## config.mk

```make
export PLATFORM = sky130hd
export DESIGN_NAME = axi_lite_mbox_mux
export DESIGN_NICKNAME = d
export VERILOG_FILES = /design/src/rtl/mbox_mux_pkg.sv /design/src/rtl/mbox_rr_arb.sv /design/src/rtl/axi_lite_mbox_mux.sv
export SDC_FILE = /design/constraint.sdc
export NUM_CORES = 1
export LEC_CHECK = 0
export ABC_AREA = 1
export CAP_MARGIN = 0
export CORE_AREA = 5 5 249 251
export DETAILED_ROUTE_END_ITERATION = 16
export DIE_AREA = 0 0 254 256
export GPL_TIMING_DRIVEN = 0
export HOLD_SLACK_MARGIN = 0.12
export SYNTH_ARGS = -nofsm -noshare
export SYNTH_HDL_FRONTEND = slang
export SYNTH_SLANG_ARGS = --single-unit
```

## constraint.sdc

```tcl
create_clock -name clk_i -period 1.8 [get_ports clk_i]
set_clock_uncertainty 0.05 [all_clocks]
set_input_delay 0.27 -clock clk_i [delete_from_list [all_inputs] [get_ports clk_i]]
set_output_delay 0.27 -clock clk_i [all_outputs]
set_load 0.02 [all_outputs]
```

## src/rtl/mbox_mux_pkg.sv

```systemverilog
// Shared types for the two-master AXI-Lite mailbox arbiter.
package mbox_mux_pkg;

  localparam int unsigned AddrWidth  = 64;
  localparam int unsigned DataWidth  = 32;
  localparam int unsigned StrbWidth  = DataWidth / 8;
  // Grant index is sized for the largest supported configuration (4 masters).
  localparam int unsigned MaxMasters = 4;

  typedef logic [$clog2(MaxMasters)-1:0] grant_idx_t;

  typedef enum logic [1:0] {WIdle, WFwd, WResp} w_state_e;
  typedef enum logic [1:0] {RIdle, RFwd, RResp} r_state_e;

  typedef struct packed {
    logic [AddrWidth-1:0] aw_addr;
    logic [2:0]           aw_prot;
    logic                 aw_valid;
    logic [DataWidth-1:0] w_data;
    logic [StrbWidth-1:0] w_strb;
    logic                 w_valid;
    logic                 b_ready;
    logic [AddrWidth-1:0] ar_addr;
    logic [2:0]           ar_prot;
    logic                 ar_valid;
    logic                 r_ready;
  } axi_lite_req_s;

  typedef struct packed {
    logic                 aw_ready;
    logic                 w_ready;
    logic [1:0]           b_resp;
    logic                 b_valid;
    logic                 ar_ready;
    logic [DataWidth-1:0] r_data;
    logic [1:0]           r_resp;
    logic                 r_valid;
  } axi_lite_rsp_s;

endpackage

```

## src/rtl/mbox_rr_arb.sv

```systemverilog
// Combinational round-robin picker: first requester at or after the pointer wins.
module mbox_rr_arb
  import mbox_mux_pkg::*;
#(
  parameter int unsigned NUM_MASTERS = 2
) (
  input  logic [NUM_MASTERS-1:0] req_i,
  input  grant_idx_t             ptr_i,
  output grant_idx_t             gnt_idx_o,
  output logic                   gnt_valid_o
);

  int unsigned cand;

  // Walk candidates ptr, ptr+1, ... with wrap; lock onto the first one requesting.
  always_comb begin
    gnt_idx_o   = '0;
    gnt_valid_o = 1'b0;
    cand        = 0;
    for (int unsigned k = 0; k < NUM_MASTERS; k++) begin
      cand = (32'(ptr_i) + k) % NUM_MASTERS;
      for (int unsigned i = 0; i < NUM_MASTERS; i++) begin
        if (!gnt_valid_o && (i == cand) && req_i[i]) begin
          gnt_idx_o   = grant_idx_t'(i);
          gnt_valid_o = 1'b1;
        end
      end
    end
  end

endmodule

```

## src/rtl/axi_lite_mbox_mux.sv

```systemverilog
// Arbitrates up to four AXI-Lite masters onto one mailbox slave; independent write and
// read paths, one outstanding transaction per path, round-robin ownership.
module axi_lite_mbox_mux
  import mbox_mux_pkg::*;
#(
  parameter int unsigned NUM_MASTERS    = 2,
  parameter int unsigned AXI_ADDR_WIDTH = 64,
  parameter type         axi_lite_req_t  = axi_lite_req_s,
  parameter type         axi_lite_resp_t = axi_lite_rsp_s
) (
  input  logic           clk_i,
  input  logic           rst_ni,
  input  axi_lite_req_t  slv_req_i [NUM_MASTERS],
  output axi_lite_resp_t slv_rsp_o [NUM_MASTERS],
  output axi_lite_req_t  mst_req_o,
  input  axi_lite_resp_t mst_rsp_i
);

  w_state_e   w_state_q, w_state_d;
  r_state_e   r_state_q, r_state_d;
  grant_idx_t w_idx_q, w_idx_d, r_idx_q, r_idx_d;
  grant_idx_t w_ptr_q, w_ptr_d, r_ptr_q, r_ptr_d;
  logic       aw_done_q, aw_done_d, w_done_q, w_done_d;

  logic [NUM_MASTERS-1:0] aw_req, ar_req;
  grant_idx_t             w_gnt_idx, r_gnt_idx;
  logic                   w_gnt_valid, r_gnt_valid;
  axi_lite_req_t          w_sel, r_sel;
  logic [AXI_ADDR_WIDTH-1:0] aw_addr_fwd, ar_addr_fwd;
  logic aw_hs, w_hs, b_hs, ar_hs, r_hs;

  function automatic grant_idx_t next_idx(grant_idx_t idx);
    if (32'(idx) >= NUM_MASTERS - 1) return '0;
    return idx + 1'b1;
  endfunction

  // Gather request vectors and select the current owners' request bundles.
  always_comb begin
    aw_req = '0;
    ar_req = '0;
    w_sel  = '0;
    r_sel  = '0;
    for (int unsigned i = 0; i < NUM_MASTERS; i++) begin
      aw_req[i] = slv_req_i[i].aw_valid;
      ar_req[i] = slv_req_i[i].ar_valid;
      if (grant_idx_t'(i) == w_idx_q) w_sel = slv_req_i[i];
      if (grant_idx_t'(i) == r_idx_q) r_sel = slv_req_i[i];
    end
  end

  assign aw_addr_fwd = w_sel.aw_addr;
  assign ar_addr_fwd = r_sel.ar_addr;

  mbox_rr_arb #(
    .NUM_MASTERS(NUM_MASTERS)
  ) u_w_arb (
    .req_i      (aw_req),
    .ptr_i      (w_ptr_q),
    .gnt_idx_o  (w_gnt_idx),
    .gnt_valid_o(w_gnt_valid)
  );

  mbox_rr_arb #(
    .NUM_MASTERS(NUM_MASTERS)
  ) u_r_arb (
    .req_i      (ar_req),
    .ptr_i      (r_ptr_q),
    .gnt_idx_o  (r_gnt_idx),
    .gnt_valid_o(r_gnt_valid)
  );

  // Channel muxing: only the owner of a path sees its readys/valids; everything else is 0.
  always_comb begin
    mst_req_o = '0;
    for (int unsigned i = 0; i < NUM_MASTERS; i++) slv_rsp_o[i] = '0;
    aw_hs = 1'b0;
    w_hs  = 1'b0;
    b_hs  = 1'b0;
    ar_hs = 1'b0;
    r_hs  = 1'b0;

    if (w_state_q == WFwd) begin
      // Done flags stop a channel from being forwarded twice while the other catches up.
      mst_req_o.aw_valid = w_sel.aw_valid & ~aw_done_q;
      mst_req_o.aw_addr  = aw_addr_fwd;
      mst_req_o.aw_prot  = w_sel.aw_prot;
      mst_req_o.w_valid  = w_sel.w_valid & ~w_done_q;
      mst_req_o.w_data   = w_sel.w_data;
      mst_req_o.w_strb   = w_sel.w_strb;
      aw_hs = mst_req_o.aw_valid & mst_rsp_i.aw_ready;
      w_hs  = mst_req_o.w_valid & mst_rsp_i.w_ready;
    end else if (w_state_q == WResp) begin
      mst_req_o.b_ready = w_sel.b_ready;
      b_hs = mst_rsp_i.b_valid & w_sel.b_ready;
    end

    if (r_state_q == RFwd) begin
      mst_req_o.ar_valid = r_sel.ar_valid;
      mst_req_o.ar_addr  = ar_addr_fwd;
      mst_req_o.ar_prot  = r_sel.ar_prot;
      ar_hs = r_sel.ar_valid & mst_rsp_i.ar_ready;
    end else if (r_state_q == RResp) begin
      mst_req_o.r_ready = r_sel.r_ready;
      r_hs = mst_rsp_i.r_valid & r_sel.r_ready;
    end

    for (int unsigned i = 0; i < NUM_MASTERS; i++) begin
      if (grant_idx_t'(i) == w_idx_q) begin
        if (w_state_q == WFwd) begin
          slv_rsp_o[i].aw_ready = mst_rsp_i.aw_ready & ~aw_done_q;
          slv_rsp_o[i].w_ready  = mst_rsp_i.w_ready & ~w_done_q;
        end else if (w_state_q == WResp) begin
          slv_rsp_o[i].b_valid = mst_rsp_i.b_valid;
          slv_rsp_o[i].b_resp  = mst_rsp_i.b_resp;
        end
      end
      if (grant_idx_t'(i) == r_idx_q) begin
        if (r_state_q == RFwd) begin
          slv_rsp_o[i].ar_ready = mst_rsp_i.ar_ready;
        end else if (r_state_q == RResp) begin
          slv_rsp_o[i].r_valid = mst_rsp_i.r_valid;
          slv_rsp_o[i].r_data  = mst_rsp_i.r_data;
          slv_rsp_o[i].r_resp  = mst_rsp_i.r_resp;
        end
      end
    end
  end

  // Write FSM next state: grant, forward AW/W in any order, then wait for B.
  always_comb begin
    w_state_d = w_state_q;
    w_idx_d   = w_idx_q;
    w_ptr_d   = w_ptr_q;
    aw_done_d = aw_done_q;
    w_done_d  = w_done_q;
    unique case (w_state_q)
      WIdle: begin
        if (w_gnt_valid) begin
          w_idx_d   = w_gnt_idx;
          aw_done_d = 1'b0;
          w_done_d  = 1'b0;
          w_state_d = WFwd;
        end
      end
      WFwd: begin
        if ((aw_done_q | aw_hs) && (w_done_q | w_hs)) begin
          aw_done_d = 1'b0;
          w_done_d  = 1'b0;
          w_state_d = WResp;
        end else begin
          aw_done_d = aw_done_q | aw_hs;
          w_done_d  = w_done_q | w_hs;
        end
      end
      WResp: begin
        if (b_hs) begin
          w_ptr_d   = next_idx(w_idx_q);
          w_state_d = WIdle;
        end
      end
      default: w_state_d = WIdle;
    endcase
  end

  // Read FSM next state: grant, forward AR, then wait for R.
  always_comb begin
    r_state_d = r_state_q;
    r_idx_d   = r_idx_q;
    r_ptr_d   = r_ptr_q;
    unique case (r_state_q)
      RIdle: begin
        if (r_gnt_valid) begin
          r_idx_d   = r_gnt_idx;
          r_state_d = RFwd;
        end
      end
      RFwd: begin
        if (ar_hs) r_state_d = RResp;
      end
      RResp: begin
        if (r_hs) begin
          r_ptr_d   = next_idx(r_idx_q);
          r_state_d = RIdle;
        end
      end
      default: r_state_d = RIdle;
    endcase
  end

  // State registers; reset drops any in-flight transaction.
  always_ff @(posedge clk_i or negedge rst_ni) begin
    if (!rst_ni) begin
      w_state_q <= WIdle;
      r_state_q <= RIdle;
      w_idx_q   <= '0;
      r_idx_q   <= '0;
      w_ptr_q   <= '0;
      r_ptr_q   <= '0;
      aw_done_q <= 1'b0;
      w_done_q  <= 1'b0;
    end else begin
      w_state_q <= w_state_d;
      r_state_q <= r_state_d;
      w_idx_q   <= w_idx_d;
      r_idx_q   <= r_idx_d;
      w_ptr_q   <= w_ptr_d;
      r_ptr_q   <= r_ptr_d;
      aw_done_q <= aw_done_d;
      w_done_q  <= w_done_d;
    end
  end

endmodule

```

# Word-level counts from Yosys, hierarchy flattened
# Index checks and enable logic that the tools add are counted.
# classes
add_sub_neg,4
mul,0
n_div,0
n_lt_le_gt_ge,2
n_eq_ne,12
shifts,0
n_mux,64
bitwise_logic,13
n_reduce_logical,37
# ops
cell,count
two-way mux 175 bit,2
two-way mux 69 bit,2
logical NOT 32 bit,4
two-way mux 105 bit,1
two-way mux 36 bit,2
two-way mux 35 bit,2
two-way mux 68 bit,1
two-way mux 1 bit,39
logical AND 1 bit,15
two-way mux 2 bit,7
one-hot mux 2 bit (3 select lines),2
two-way mux 5 bit,2
AND reduction 2 bit,5
bitwise AND 1 bit,9
logical NOT 2 bit,4
"!= test 2 bit, second input constant",4
logical NOT 1 bit,6
two-way mux 3 bit,2
AND reduction 3 bit,2
"adder 1 bit, second input constant",4
"== test 2 x 1 -> 1 bit, second input constant",2
"== test 2 bit, second input constant",2
"!= test 2 x 1 -> 1 bit, second input constant",2
one-hot mux 1 bit (2 select lines),2
other kinds (5),9
# totals
reg_bits,10
latch_bits,0
ramBits,0
romBits,0
input_bits,393
word_cells,140
mem_count,0

# Depth between registers and ports, before layout
# Gate-level depths: netlist of the first run.
# logic_depth
ltp_word,17
depth_mapped,9
depth_no_buf,8

# Cells and area by module
# Synthesis of the first run repeated with hierarchy kept, for this count alone.
# unflattened
hier_cells,836
hier_area_um2,4021.4
# modules_own_cells
module,n_inst,cells_each,area_per_inst_um2,seq_area_each_um2
axi_lite_mbox_mux,1,824,3961.3,350.3
mbox_rr_arb,2,6,30.0,0.0

# Least setup slack after synthesis of the first run
# OpenSTA, ideal clock, no wires.
# synth_timing
path_type,reg-to-output
startpoint,register w_idx_q[0]
endpoint,output port slv_rsp_o[77] (netlist name)
arrival_time_ps,1317
required_ps,1480
path_slack_ps,163
stages_incl_launch_ff,5
path_buffers,3
path_cell_list,dfrtp_1 -> buf_4 -> buf_4 -> buf_2 -> nor3_1
# synth_lines
item,line_no,text
"start, declared",axi_lite_mbox_mux.sv:21,"grant_idx_t w_idx_q, w_idx_d, r_idx_q, r_idx_d;"
"start signal, assigned",axi_lite_mbox_mux.sv:204,w_idx_q <= w_idx_d;
"end, declared",axi_lite_mbox_mux.sv:14,"output axi_lite_resp_t slv_rsp_o [NUM_MASTERS],"

==> impl_metrics.yaml, run 1 <==
timing:
  rsz0062_at_grt: "yes"
  setup-violations-final: 64
  drv_slew: 0
  fmaxAchievable_mhz: 539
  period_minus_slack_ns: 1.85
  hold_viol_final: 0
  worst_pin_slew_ns: 0.834
  slew_headroom_pct: 44.2
  layout_setup_ws_ns: -0.0536
  finalCritPeriodShare_pct: 103
place:
  gp_congestion: 0.910
  place_area_um2: 11200
  portBuffers: 649
  post-dp-hpwl_um: 41400
route:
  drtIter0Drc: 276
  via_per_inst: 3.66
  first_pass_iters: 5
  wl_um: 47600
  vias: 8257
  drc: 0
  wl_per_cell_um: 21.1
  drtAntennaViolNets: 0
layout:
  post-route-util_pct: 22.7
  fillers: 6668
  drive_gt1_share_pct: 44.3
  final_area_um2: 13600
  area_growth_pct: 269
  layout.nets: 1869
critical_path:
  crit_type: "flip-flop to output port"
  cp.required_ns: 1.48
  cp-start-kind: "flip-flop"
  cp_max_fo: 10
  arrival_ns: 1.53
  r2r_cells: 8
  critPathCaptureType: "output port"
power:
  powerDensity_nw_per_um2: 1560
  vdd_drop_max_v: 0.000995
  leakage_nw: 5.72
  power_mw: 21.2
status:
  status: "finished, violations left"
  violations: "setup timing"
die:
  die_x_um: 254
  chipHeight_um: 256
  ioPinCount: 650
  start_util_pct: 6.16
  rows: 90
  core_um2: 59700
  dieArea_um2: 65000
synth:
  synth-main-ff-cell: "dfrtp_1"
  yosys_warnings: 0
  syn_area_um2: 3680
  ys_seq_elements: 10
  synth_nets: 1191
  synth_area_per_cell_um2: 4.61
  yosysSeqAreaShare_pct: 6.80
  synth-edff-count: 0
  synth_cells: 798
  async_flop_share_pct: 100
  synthDistinctLibCells: 22
clock_network:
  clk_latency_ns: 0.25
  clock_path_buffers: 2
  holdBufCountCts: 0
  cts_root_buf: "clkbuf_16"
  cts_tree: "done"
  clkTransAtPathRegs_ns: 0.05
  numCtsBuffers: 3
  h-tree-depth: 1
  cts_num_sinks: 10
grt:
  grt_max_degree: 11
  grt_usage_pct: 13.0
  grt_pass1_wl_um: 60700
  grt_pass1_vias: 8125
  overflow: 0
  antenna_found_initial: 17
min_path:
  hp-class: "flip-flop to flip-flop"
  hold_depth: 2
flow_run:
  cap_violations: 0
==> worst paths after layout <==
kind / startpoint / to / slack (ns)
min: w_ptr_q[0] / w_ptr_q[0] / 0.43
max reg2reg: w_idx_q[0] / w_state_q[1] / 0.41
max: w_idx_q[0] / mst_req_o[147] / -0.05
min reg2reg: w_ptr_q[0] / w_ptr_q[0] / 0.43
min in group asynchronous: rst_ni / r_idx_q[0] / 0.44
max in group asynchronous: rst_ni / w_state_q[0] / 0.68
==> state kept, by name, summed over array words and instances, names as in the netlist <==
register   flops
w_done_q       1
aw_done_q      1
r_ptr_q        1
w_idx_q        1
w_state_q      2
w_ptr_q        1
r_state_q      2
r_idx_q        1
==> cell type report <==
class                   instances  area [um^2]  area share, %
diodes                          1         2.50         0.0185
plain buffers                  72         1020           7.51
clock buffers                   4         88.8          0.655
inverters                      61          288           2.12
multi-input cells             656         4420           32.6
flip-flops and latches         10          251           1.85
well taps                     782          978           7.21
repair buffers                671         6500           48.0
repair inverters                1         11.3         0.0830
==> critical path, cell delays in order, from the launching register on <==
cell	delay, ns
dfrtp_1	0.37
buf_12	0.17
buf_12	0.16
buf_6	0.14
nand2_1	0.09
a21oi_2	0.18
buf_4	0.17
==> placed cells by master, fill, tap and decap left out, drive strengths merged <==
master	n
a21oi	171
dfrtp	10
dlygate4sd2	1
nor3	79
diode	1
clkbuf	14
o22ai	1
clkdlybuf4s50	391
clkinv	3
o32ai	1
buf	341
inv	59
nor2	19
nand2	368
o21ai	9
nand4	2
nand3	5
o21bai	1
==> metal layers <==
metal / up-vias / GRT usage, % / share of wire, %
li1: 3914 / - / -
met1: 3795 / 13.9 / 36
met2: 464 / 24.8 / 52
met3: 68 / 4.10 / 9.1
met4: 16 / 2.52 / 2.6
met5: - / 0 / 0.23
==> per-stage QoR <==
| step | TNS, ns | hold slack [ns] | setup slack (ns) | instances |
|---|---|---|---|---|
| floorplan | 0 | -0.0756 | 0.163 | 798 |
| global placement | -90.07 | 0.421 | -0.599 | 2229 |
| detailed placement | -90.01 | 0.426 | -0.613 | 2229 |
| CTS | -6.52 | 0.438 | -0.0979 | 2245 |
| global route | -12.04 | 0.478 | -0.101 | 2258 |
| finish | -1.25 | 0.432 | -0.0536 | 2258 |
==> report_power, final <==
part	switching (mW)	internal, mW
registers	0.0972	0.327
clock network	0.146	0.338
logic	11.6	8.64
==> logic make-up after synthesis <==
family                 synth area share, %
AO/OA/AOI/OAI                         25.1
buffers and inverters                 16.7
flip-flops                            6.80
AND/OR/NAND/NOR                       51.4
==> cells in the mapped netlist, types with 5 or more instances <==
cell | count | area (um^2)
buf_4 | 12 | 90.1
buf_1 | 6 | 22.5
buf_2 | 37 | 185
dfrtp_1 | 10 | 250
nand3_1 | 5 | 25.0
nor2_1 | 18 | 67.6
inv_1 | 56 | 210
clkbuf_1 | 14 | 52.6
nor3_1 | 79 | 395
a21oi_1 | 171 | 856
nand2_1 | 365 | 1370
o21ai_0 | 6 | 30.0
==> timing repair <==
action | in CTS | in global routing
pin swaps | 41 | 76
hold endpoints to repair | 0 | 0
gates resized for setup | 1632 | 445
endpoints found under the setup margin | 257 | 249
cloned | 5 | 6
buffers inserted | 7 | 6
(Power assumes the default switching activity.)
==> run 2: changes to the inputs <==
--- a/config.mk
+++ b/config.mk
@@ -6,10 +6,11 @@
 export NUM_CORES = 1
 export LEC_CHECK = 0
 export ABC_AREA = 1
+export ABC_CLOCK_PERIOD_IN_PS = 1800
 export CAP_MARGIN = 0
-export CORE_AREA = 5 5 249 251
+export CORE_AREA = 2 2 253 255
 export DETAILED_ROUTE_END_ITERATION = 16
-export DIE_AREA = 0 0 254 256
+export DIE_AREA = 0 0 255 257
 export GPL_TIMING_DRIVEN = 0
 export HOLD_SLACK_MARGIN = 0.12
 export SYNTH_ARGS = -nofsm -noshare
==> run 2 against run 1 <==
  * The flow still finishes with violations (setup timing)
  * Utilization is 1.9 points lower
  * Non-clock buffer count up 10
  * Sequential share of layout area grew 0.085 points
  * Critical endpoint is now mst_req_o[150]
==> impl_metrics.yaml, run 2 (synthesized netlist as in run 1, its figures left out) <==
status:
  status: "finished, violations left"
  violations: "setup timing"
clock_network:
  cts_root_buf: "clkbuf_16"
  cts_num_sinks: 10
  clk_latency_ns: 0.25
  clock_path_buffers: 2
  h-tree-depth: 1
  holdBufCountCts: 0
  cts_tree: "done"
  clkTransAtPathRegs_ns: 0.05
  numCtsBuffers: 3
layout:
  area_growth_pct: 254
  fillers: 7122
  final_area_um2: 13000
  drive_gt1_share_pct: 39.9
  layout.nets: 1879
  final_cell_mix: "clkdlybuf4s50_1, nand2_1, buf_4, a21oi_2"
  final_common_cell: "clkdlybuf4s50_1"
  multi_input_area_um2: 3900
  regArea_um2: 253
  instances_no_fill: 2342
  reg.largest.list: "r_state_q: 2 flops, w_state_q: 2 flops"
place:
  portBuffers: 649
  gp_congestion: 0.899
  post-place-ws_ns: -0.633
  post-place-cells: 2293
  place_area_um2: 11200
  post-dp-hpwl_um: 38600
die:
  rows: 92
  ioPinCount: 650
  chipHeight_um: 257
  dieArea_um2: 65500
  start_util_pct: 5.86
  core_um2: 62700
  die_x_um: 255
grt:
  grt_pass1_wl_um: 56600
  grt_max_degree: 11
  antenna_found_initial: 22
  grt_use_met1_pct: 13.3
  grt_util_met2_pct: 22.5
  grt_util_met3_pct: 3.29
  overflow: 0
  grt_usage_pct: 12.3
  grt_pass1_vias: 7854
  grt-busiest-layer: "met2"
power:
  vdd_drop_max_v: 0.000904
  powerDensity_nw_per_um2: 1550
  power_mw: 20.2
  leakage_nw: 5.65
timing:
  layout_setup_ws_ns: -0.132
  finalCritPeriodShare_pct: 107
  setup-violations-final: 148
  fmaxAchievable_mhz: 518
  whs_ns: 0.453
  worst_pin_slew_ns: 0.862
  rsz0062_at_grt: "yes"
  drv_slew: 0
  hold_viol_final: 0
  period_minus_slack_ns: 1.93
  slew_headroom_pct: 42.4
critical_path:
  crit_chain: "buf_12, clkinv_16, buf_12, buf_12, nand2_4, a21oi_4, buf_6"
  cp_max_fo: 7
  crit_top_cell: "buf_12"
  cpPeakStageDelay_ns: 0.42
  cp-start-kind: "flip-flop"
  crit_type: "flip-flop to output port"
  crit_slowest_cell: "dfrtp_2"
  arrival_ns: 1.61
  critPathCaptureType: "output port"
  cp.required_ns: 1.48
route:
  drtIter0Drc: 397
  wl_per_cell_um: 19.6
  via_per_inst: 3.56
  drtAntennaViolNets: 0
  vias: 8345
  first_pass_iters: 5
  drc: 0
  wl_um: 45900
min_path:
  hp-class: "flip-flop to flip-flop"
flow_run:
  cap_violations: 0
==> run 2: cell count changes in the layout (fill, tap and decap cells not counted), moves of 14 or more <==
cell | before | now
buf_6 | 113 | 77
nand2_2 | 55 | 40
a21oi_4 | 23 | 9
nand2_1 | 269 | 292
buf_2 | 14 | 75
a21oi_1 | 50 | 77
nor3_4 | 25 | 7
buf_4 | 176 | 140
==> run 2: power breakdown <==
part	switching (mW)	leakage, nW	internal, mW
logic	11.1	5.48	8.19
registers	0.0887	0.124	0.330
clock network	0.146	0.0442	0.338
==> run 2: what timing repair did <==
action | 4_1_cts | 5_1_grt
endpoints found under the setup margin | 257 | 257
endpoints found under the hold margin | 0 | 0
setup buffers | 5 | 10
resized for setup | 1267 | 552
cloned | 2 | 17
pin swaps | 8 | 71
==> run 2: final cells by class <==
class                   instances  area share [%]
plain buffers                  72            7.16
well taps                     846            8.12
flip-flops and latches         10            1.94
multi-input cells             656            29.9
diodes                         11           0.211
inverters                      61            2.09
repair inverters                1           0.125
clock buffers                   4           0.682
repair buffers                681            49.8
==> run 2: worst paths after layout <==
kind / to / depth (start not counted) / from / slack, ns
worst min register to register: w_ptr_q[0] / 2 / w_ptr_q[0] / 0.45
max in group asynchronous: w_idx_q[0] / 1 / rst_ni / 0.65
worst max register to register: w_state_q[0] / 8 / w_idx_q[0] / 0.36
worst min-delay path: w_ptr_q[0] / 2 / w_ptr_q[0] / 0.45
worst max-delay path: mst_req_o[150] / 7 / w_idx_q[0] / -0.13
min in group asynchronous: r_idx_q[0] / 1 / rst_ni / 0.46
==> run 2: worst max-delay path, delay by kind of cell, from the launching register on <==
| kind | cells | cell delay, ns |
|---|---|---|
| AO/OA/AOI/OAI | 1 | 0.17 |
| buffers and inverters | 5 | 0.68 |
| flip-flops | 1 | 0.42 |
| AND/OR/NAND/NOR | 1 | 0.07 |
==> run 2: per-layer routing <==
metal	up-vias	wire length (um)
met3	92	3770
met2	532	23200
met1	3769	17000
li1	3948	-
met4	4	1970
met5	-	26
==> run 2: per-stage QoR <==
step / utilization (%) / TNS, ns
final: 20.8 / -6.59
after global routing: 20.8 / -21.64
after CTS: 18.1 / -19.40
after detailed placement: 17.9 / -96.81
after global placement: 17.9 / -95.62
after floorplan: - / 0
